<file path="src/rtl/sar_search_pkg.sv">
// Shared types and constants for the successive-approximation search block.
// State encoding, comparator-latency range and the latency counter width.
package sar_search_pkg;

    typedef enum logic [1:0] {
        IDLE  = 2'd0,
        PROBE = 2'd1,
        WAIT  = 2'd2,
        DONE  = 2'd3
    } sar_state_e;

    // Supported comparator latency range (cycles from guess change to valid flags).
    localparam int CMP_LAT_MIN = 1;
    localparam int CMP_LAT_MAX = 4;

    // Counter wide enough to hold CMP_LAT_MAX.
    localparam int LAT_CNT_W = $clog2(CMP_LAT_MAX + 1);

endpackage

</file>
<file path="src/rtl/sar_search_if.sv">
// Bundle between the SAR search engine (master) and its environment (slave):
// the start/busy/done/result control group plus the comparator bus.
//
// Handshake: start is a level request that is only sampled while the engine
// is IDLE; busy is high from the accepting edge until the edge that raises
// done; done is a single-cycle pulse qualifying result/found/err. The
// comparator flags carry no valid of their own: the engine samples them only
// at its internal sample point and ignores them at all other times.
interface sar_search_if #(
    parameter int WIDTH = 8
);
    import sar_search_pkg::*;

    logic             start;
    logic             cmp_gt;
    logic             cmp_ls;
    logic             cmp_eq;
    logic [WIDTH-1:0] guess;
    logic             busy;
    logic             done;
    logic [WIDTH-1:0] result;
    logic             found;
    logic             err;
    sar_state_e       state_dbg;

    modport master (
        input  start, cmp_gt, cmp_ls, cmp_eq,
        output guess, busy, done, result, found, err, state_dbg
    );

    modport slave (
        output start, cmp_gt, cmp_ls, cmp_eq,
        input  guess, busy, done, result, found, err, state_dbg
    );

endinterface

</file>
<file path="src/rtl/sar_lat_timer.sv">
// Comparator latency timer: a down-counter reloaded with CMP_LAT whenever a
// new guess is launched; strobe is high once the count has reached zero.
module sar_lat_timer
    import sar_search_pkg::*;
#(
    parameter int CMP_LAT = 1
) (
    input  logic clk,
    input  logic rst,
    input  logic load,
    output logic strobe
);

    localparam logic [LAT_CNT_W-1:0] LOAD_VAL = LAT_CNT_W'(CMP_LAT);

    logic [LAT_CNT_W-1:0] cnt_q;
    logic [LAT_CNT_W-1:0] cnt_d;

    // Reload on a new guess, otherwise count down and hold at zero.
    always_comb begin
        cnt_d = cnt_q;
        if (load) begin
            cnt_d = LOAD_VAL;
        end else if (cnt_q != '0) begin
            cnt_d = cnt_q - 1'b1;
        end
    end

    // Counter register.
    always_ff @(posedge clk) begin
        if (rst) begin
            cnt_q <= '0;
        end else begin
            cnt_q <= cnt_d;
        end
    end

    assign strobe = (cnt_q == '0);

endmodule

</file>
<file path="src/rtl/sar_search.sv">
// Successive-approximation search engine. Drives a registered guess into an
// external comparator and resolves one bit per CMP_LAT+1 cycles, MSB first,
// to find the largest value <= the comparator's target.
// Optional build macro: SAR_EARLY_EXIT_EN -- finish as soon as an equality
// is seen instead of always walking all WIDTH bits.
module sar_search
    import sar_search_pkg::*;
#(
    parameter int WIDTH   = 8,
    parameter int CMP_LAT = 1
) (
    input  logic clk,
    input  logic rst,
    sar_search_if.master bus
);

    localparam int IDX_W = (WIDTH > 1) ? $clog2(WIDTH) : 1;
    localparam logic [WIDTH-1:0] TOP_BIT = {1'b1, {(WIDTH-1){1'b0}}};
    localparam logic [WIDTH-1:0] ONE     = {{(WIDTH-1){1'b0}}, 1'b1};
    localparam logic [IDX_W-1:0] IDX_TOP = IDX_W'(WIDTH - 1);

    sar_state_e       state_q,  state_d;
    logic [WIDTH-1:0] guess_q,  guess_d;
    logic [WIDTH-1:0] acc_q,    acc_d;
    logic [IDX_W-1:0] idx_q,    idx_d;
    logic [WIDTH-1:0] result_q, result_d;
    logic             found_q,  found_d;
    logic             err_q,    err_d;
    logic             busy_q,   busy_d;
    logic             done_q,   done_d;

    logic             timer_load;
    logic             sample_stb;
    logic             flags_ok;
    logic             eq_hit;
    logic             early_exit;
    logic [IDX_W-1:0] idx_dec;
    logic [WIDTH-1:0] next_mask;
    logic [WIDTH-1:0] kept_acc;

    sar_lat_timer #(
        .CMP_LAT (CMP_LAT)
    ) u_timer (
        .clk    (clk),
        .rst    (rst),
        .load   (timer_load),
        .strobe (sample_stb)
    );

    // Flag decode for the sample point: a trial bit is dropped only on a
    // clean "greater than"; malformed flags keep the bit and raise err.
    always_comb begin
        flags_ok  = $onehot({bus.cmp_gt, bus.cmp_ls, bus.cmp_eq});
        eq_hit    = flags_ok && bus.cmp_eq;
        kept_acc  = (flags_ok && bus.cmp_gt) ? acc_q : guess_q;
        idx_dec   = idx_q - 1'b1;
        next_mask = ONE << idx_dec;
    end

`ifdef SAR_EARLY_EXIT_EN
    assign early_exit = eq_hit;
`else
    assign early_exit = 1'b0;
`endif

    // Next-state and datapath: a new guess is launched on the edge that
    // enters PROBE, so the sample edge of one bit is the launch edge of the next.
    always_comb begin
        state_d    = state_q;
        guess_d    = guess_q;
        acc_d      = acc_q;
        idx_d      = idx_q;
        result_d   = result_q;
        found_d    = found_q;
        err_d      = err_q;
        busy_d     = busy_q;
        done_d     = 1'b0;
        timer_load = 1'b0;

        case (state_q)
            IDLE: begin
                if (bus.start) begin
                    state_d    = PROBE;
                    acc_d      = '0;
                    idx_d      = IDX_TOP;
                    guess_d    = TOP_BIT;
                    found_d    = 1'b0;
                    err_d      = 1'b0;
                    busy_d     = 1'b1;
                    timer_load = 1'b1;
                end
            end

            PROBE: begin
                state_d = WAIT;
            end

            WAIT: begin
                if (sample_stb) begin
                    err_d = err_q | ~flags_ok;
                    // The guess never reaches zero, so a clean "greater than"
                    // on the last bit with nothing kept means target == 0.
                    found_d = found_q | eq_hit
                            | ((idx_q == '0) && flags_ok && bus.cmp_gt && (acc_q == '0));
                    acc_d = kept_acc;
                    if (early_exit) begin
                        result_d = guess_q;
                        state_d  = DONE;
                        busy_d   = 1'b0;
                        done_d   = 1'b1;
                    end else if (idx_q == '0) begin
                        result_d = kept_acc;
                        state_d  = DONE;
                        busy_d   = 1'b0;
                        done_d   = 1'b1;
                    end else begin
                        idx_d      = idx_dec;
                        guess_d    = kept_acc | next_mask;
                        timer_load = 1'b1;
                        state_d    = PROBE;
                    end
                end
            end

            DONE: begin
                state_d = IDLE;
            end

            default: begin
                state_d = IDLE;
            end
        endcase
    end

    // State and output registers; reset wins over any in-flight search.
    always_ff @(posedge clk) begin
        if (rst) begin
            state_q  <= IDLE;
            guess_q  <= '0;
            acc_q    <= '0;
            idx_q    <= '0;
            result_q <= '0;
            found_q  <= 1'b0;
            err_q    <= 1'b0;
            busy_q   <= 1'b0;
            done_q   <= 1'b0;
        end else begin
            state_q  <= state_d;
            guess_q  <= guess_d;
            acc_q    <= acc_d;
            idx_q    <= idx_d;
            result_q <= result_d;
            found_q  <= found_d;
            err_q    <= err_d;
            busy_q   <= busy_d;
            done_q   <= done_d;
        end
    end

    assign bus.guess     = guess_q;
    assign bus.busy      = busy_q;
    assign bus.done      = done_q;
    assign bus.result    = result_q;
    assign bus.found     = found_q;
    assign bus.err       = err_q;
    assign bus.state_dbg = state_q;

endmodule

</file>
<file path="src/flat_wrapper.sv">
// flat-port wrapper written by rule: the top's interface ports become plain ports
module sar_search_flat import sar_search_pkg::*;
#(
    parameter int WIDTH   = 8,
    parameter int CMP_LAT = 1
)
  (clk, rst, bus_start, bus_cmp_gt, bus_cmp_ls, bus_cmp_eq, bus_guess, bus_busy, bus_done, bus_result, bus_found, bus_err, bus_state_dbg);
  sar_search_if #(.WIDTH(WIDTH)) bus_i ();
  input  logic clk;
  input  logic rst;
  input wire logic [$bits(bus_i.start)-1:0] bus_start;
  input wire logic [$bits(bus_i.cmp_gt)-1:0] bus_cmp_gt;
  input wire logic [$bits(bus_i.cmp_ls)-1:0] bus_cmp_ls;
  input wire logic [$bits(bus_i.cmp_eq)-1:0] bus_cmp_eq;
  output wire logic [$bits(bus_i.guess)-1:0] bus_guess;
  output wire logic [$bits(bus_i.busy)-1:0] bus_busy;
  output wire logic [$bits(bus_i.done)-1:0] bus_done;
  output wire logic [$bits(bus_i.result)-1:0] bus_result;
  output wire logic [$bits(bus_i.found)-1:0] bus_found;
  output wire logic [$bits(bus_i.err)-1:0] bus_err;
  output wire logic [$bits(bus_i.state_dbg)-1:0] bus_state_dbg;
  assign bus_i.start = bus_start;
  assign bus_i.cmp_gt = bus_cmp_gt;
  assign bus_i.cmp_ls = bus_cmp_ls;
  assign bus_i.cmp_eq = bus_cmp_eq;
  assign bus_guess = bus_i.guess;
  assign bus_busy = bus_i.busy;
  assign bus_done = bus_i.done;
  assign bus_result = bus_i.result;
  assign bus_found = bus_i.found;
  assign bus_err = bus_i.err;
  assign bus_state_dbg = bus_i.state_dbg;
  sar_search #(.WIDTH(WIDTH), .CMP_LAT(CMP_LAT)) u_core (.clk(clk), .rst(rst), .bus(bus_i));
endmodule
</file>
<file path="config.mk">
export PLATFORM = sky130hd
export DESIGN_NAME = sar_search_flat
export DESIGN_NICKNAME = d
export VERILOG_FILES = /design/src/rtl/sar_search_pkg.sv /design/src/rtl/sar_search_if.sv /design/src/rtl/sar_lat_timer.sv /design/src/rtl/sar_search.sv /design/src/flat_wrapper.sv
export SDC_FILE = /design/constraint.sdc
export NUM_CORES = 1
export LEC_CHECK = 0
export CAP_MARGIN = 20
export CORE_ASPECT_RATIO = 1.1
export CORE_UTILIZATION = 30
export DETAILED_ROUTE_END_ITERATION = 10
export MAX_ROUTING_LAYER = met4
export PLACE_DENSITY = 0.52
export SETUP_SLACK_MARGIN = 0.02
export SLEW_MARGIN = 20
export SYNTH_ARGS = -nofsm -noshare
export SYNTH_HDL_FRONTEND = slang
export SYNTH_SLANG_ARGS = --single-unit
export TNS_END_PERCENT = 5
</file>
<file path="constraint.sdc">
create_clock -name clk -period 2.65 [get_ports clk]
set_input_delay 0.795 -clock clk [delete_from_list [all_inputs] [get_ports clk]]
set_output_delay 0.795 -clock clk [all_outputs]
set_load 0.02 [all_outputs]
</file>
==> impl_metrics.csv <==
group,metric,value,unit
outcome,status,"completed",
cts,cts_tree,"yes",
timing,finalHoldViolations,0,
cts,root_buffer,"clkbuf_8",
timing,finalCriticalPeriod,2440,ps
place,port_buffers,27,
timing,grt_setup_unrepaired,"false",
global_routing,grt_overflow,0,
critical_path,cp.arrival,2610,ps
route,drt_pass1_iterations,4,
timing,fmax,409,MHz
logic_synthesis,synthArstFlopShare,0,%
logic_synthesis,synthTopCellsByCount,"dfxtp_1 (36), nand2_1 (28), a21oi_1 (21)",
route,drtIter0Drc,79,
logic_synthesis,syn_inst,193,
power_and_ir_drop,p_clk_share,30.6,%
layout,area_delta_synth_final,29.2,%
floorplanning,rows,28,
power_and_ir_drop,p_comb_share,29.6,%
critical_path,cp_data_required_time,2820,ps
layout,nets,239,
power_and_ir_drop,swShare,32.6,%
logic_synthesis,yosys.area_share.xor_xnor,1.56,%
logic_synthesis,synth_top_family_by_area,"simple AND/OR/NAND/NOR gates",
critical_path,critPathMaxStageDelay,560,ps
flow_run,maxCapViolations,0,
timing,setup_viol,0,
logic_synthesis,synth_flop_cell,"dfxtp_1",
cts,cts_resized,0,
timing,worstMarginPinSlew,410,ps
logic_synthesis,synth-seq-cells,36,
logic_synthesis,synth.most_common_cell,"dfxtp_1",
global_routing,grt_first_pass_wirelength,6670,um
route,routed.top_layer,"met4",
critical_path,path_class,"in -> reg",
logic_synthesis,synthMuxAreaShare,0.596,%
floorplanning,initial_core_util,31.1,%
place,globalplace.congestion,0.780,
layout,instances_no_fill,301,
floorplanning,core-area,5400,um^2
cts,cts_setup_buffers,0,
logic_synthesis,yosys.area_share.adder,6.40,%
critical_path,r2r-start,"u_core.u_timer.cnt_q[0]",
route,vias_per_cell,4.73,
timing,max-slew-margin-rel,72.6,%
floorplanning,die_y,80.5,um
logic_synthesis,synthSimpleGateAreaFrac,22.1,%
cts,htree_levels,2,
logic_synthesis,synth_nets,207,
critical_path,cp_cell_sequence,"clkdlybuf4s50_1, inv_1, fa_1, and3b_1, a211o_1, a21oi_1, a211oi_2",
power_and_ir_drop,power_leakage,0.737,nW
cts,hold_buffers,0,
layout,final_layout_size_suffix_gt1_share,11.5,%
place,hpwl,2900,um
logic_synthesis,ys_warn_count,0,
logic_synthesis,yosys-top-cells-area,"dfxtp_1 (43%), a21oi_1 (6.3%), nand2_1 (6.3%)",
route,drc,0,
logic_synthesis,synth-edff-count,0,
worst_hold_path,hp-start,"u_core.bus.found",
cts,clk-insertion-delay-late,290,ps
global_routing,grt_use_total,15.2,%
logic_synthesis,syn_area,1680,um^2
route,vias,1423,
route,wire_per_inst,13.2,um
route,finalWirelength,3970,um
floorplanning,io_pins,28,
timing,setup-tns-final,0,ps
critical_path,crit_path_end_kind,"flip-flop",
cts,clock_sinks,36,
critical_path,cp-start-kind,"primary input",
timing,hold_ws,470,ps
route,wl_met3,108,um
route,drtAntennaViolNets,0,
layout,post-route-util,40.2,%
global_routing,grt_max_degree,27,
critical_path,critPathSlowestCell,"fa_1",
logic_synthesis,ys_types,37,
layout,antenna_cells,0,
logic_synthesis,yosysTopAreaCellShare,42.9,%
floorplanning,die_area,5910,um^2
timing,clock_skew,8.18,ps
floorplanning,die-width,73.4,um
power_and_ir_drop,ir_drop,0.273,mV
power_and_ir_drop,powerDensity,733,nW/um^2
power_and_ir_drop,power_switching,0.518,mW
timing,drv_slew,0,
route,m1WireLength,1880,um
power_and_ir_drop,internal-power,1.07,mW
global_routing,antenna_found_initial,0,
power_and_ir_drop,pwr-share-seq,39.8,%
cts,cts_buffers,5,
worst_hold_path,hold_path_class,"reg -> reg",
critical_path,crit_fanout,5,
logic_synthesis,synth-compound-area-share,21.5,%
logic_synthesis,synth_top_area_cell,"dfxtp_1",
critical_path,startpoint,"bus_cmp_eq",
cts,path_clk_slew,70,ps
place,dpl.cell_count,293,
global_routing,grt_pass1_vias,1321,
route,met2_length,1950,um
cts,clockBufferDepth,2,
logic_synthesis,synth.yosys.seq_area_share,42.9,%
timing,period_share,92.2,%
logic_synthesis,syn-mean-instance-area,8.71,um^2
registers in the layout, summed over array words and instances, names as in the netlist:
register              cells
u_core.bus.state_dbg      2
u_core.bus.err            1
u_core.bus.guess          8
u_core.u_timer.cnt_q      3
u_core.bus.done           1
u_core.bus.result         8
u_core.bus.found          1
u_core.acc_q              8
u_core.bus.busy           1
u_core.idx_q              3
area by class of cell:
type / instances / area (um^2)
fill: 572 / 3220
tap: 75 / 93.8
sequential: 36 / 721
clock inverter: 3 / 42.5
inverter: 8 / 30.0
multi-input combinational: 138 / 877
timing repair buffer: 36 / 338
clock buffer: 5 / 68.8
worst paths after layout:
kind                            depth (start not counted)              endpoint  slack [ps]
worst max-delay path                                    7   u_core.bus.guess[7]         210
worst min-delay path                                    2      u_core.bus.found         470
worst max register to register                          6  u_core.bus.result[6]         780
worst min register to register                          2      u_core.bus.found         470
routing by layer:
layer / up-vias / GRT usage, %
met3: 2 / 3.39
met5: - / -
met1: 652 / 18.5
li1: 746 / -
met2: 23 / 25.1
met4: 0 / 4.62
cell usage in the layout (no fill, tap or decap), types with 2 or more instances in the layout:
master and n:
dfxtp_1 36, nand2_1 28, clkdlybuf4s50_1 27, a21oi_1 21, nor2_1 17, buf_4 9
inv_1 8, a311oi_1 8, nand3_1 8, a22oi_1 7, o2bb2ai_1 7, ha_1 7
clkbuf_8 5, nand2b_1 4, nor3_1 3, nor2b_1 2, nor2_2 2, or3_1 2
xnor2_1 2, o21ai_0 2, a211oi_2 2
power groups by stage:
stage                     Clock, mW  Combinational (mW)  Sequential, mW
after floorplan                   0               0.327           0.660
after global placement            0               0.474           0.645
after detailed placement          0               0.474           0.646
after CTS                     0.500               0.476           0.633
after global routing          0.521               0.527           0.640
final                         0.487               0.471           0.633
logic make-up (layout without fill, tap and decap cells):
family,after synthesis,count (layout)
AND/OR/NAND/NOR,75,75
multiplexers,1,1
AO/OA/AOI/OAI,51,51
buffers and inverters,19,52
adder cells (fa/ha/maj),8,8
XOR/XNOR,3,3
flip-flops,36,36
per-stage QoR:
stage / power (mW) / area [um^2] / setup slack [ps]
after floorplan: 0.987 / 1680 / 334
after global placement: 1.12 / 2060 / -74.5
after detailed placement: 1.12 / 2060 / -85.7
after CTS: 1.61 / 2170 / 203
after global routing: 1.69 / 2170 / 104
final: 1.59 / 2170 / 207
worst max-delay path: cells and delay by family:
family	cells	cell delay, ps
AOI/OAI and AO/OA	3	510
adders and majority gates	1	560
buffers and inverters	2	510
and+or+nand+nor	1	240
Power figures use the tool's default switching activity.
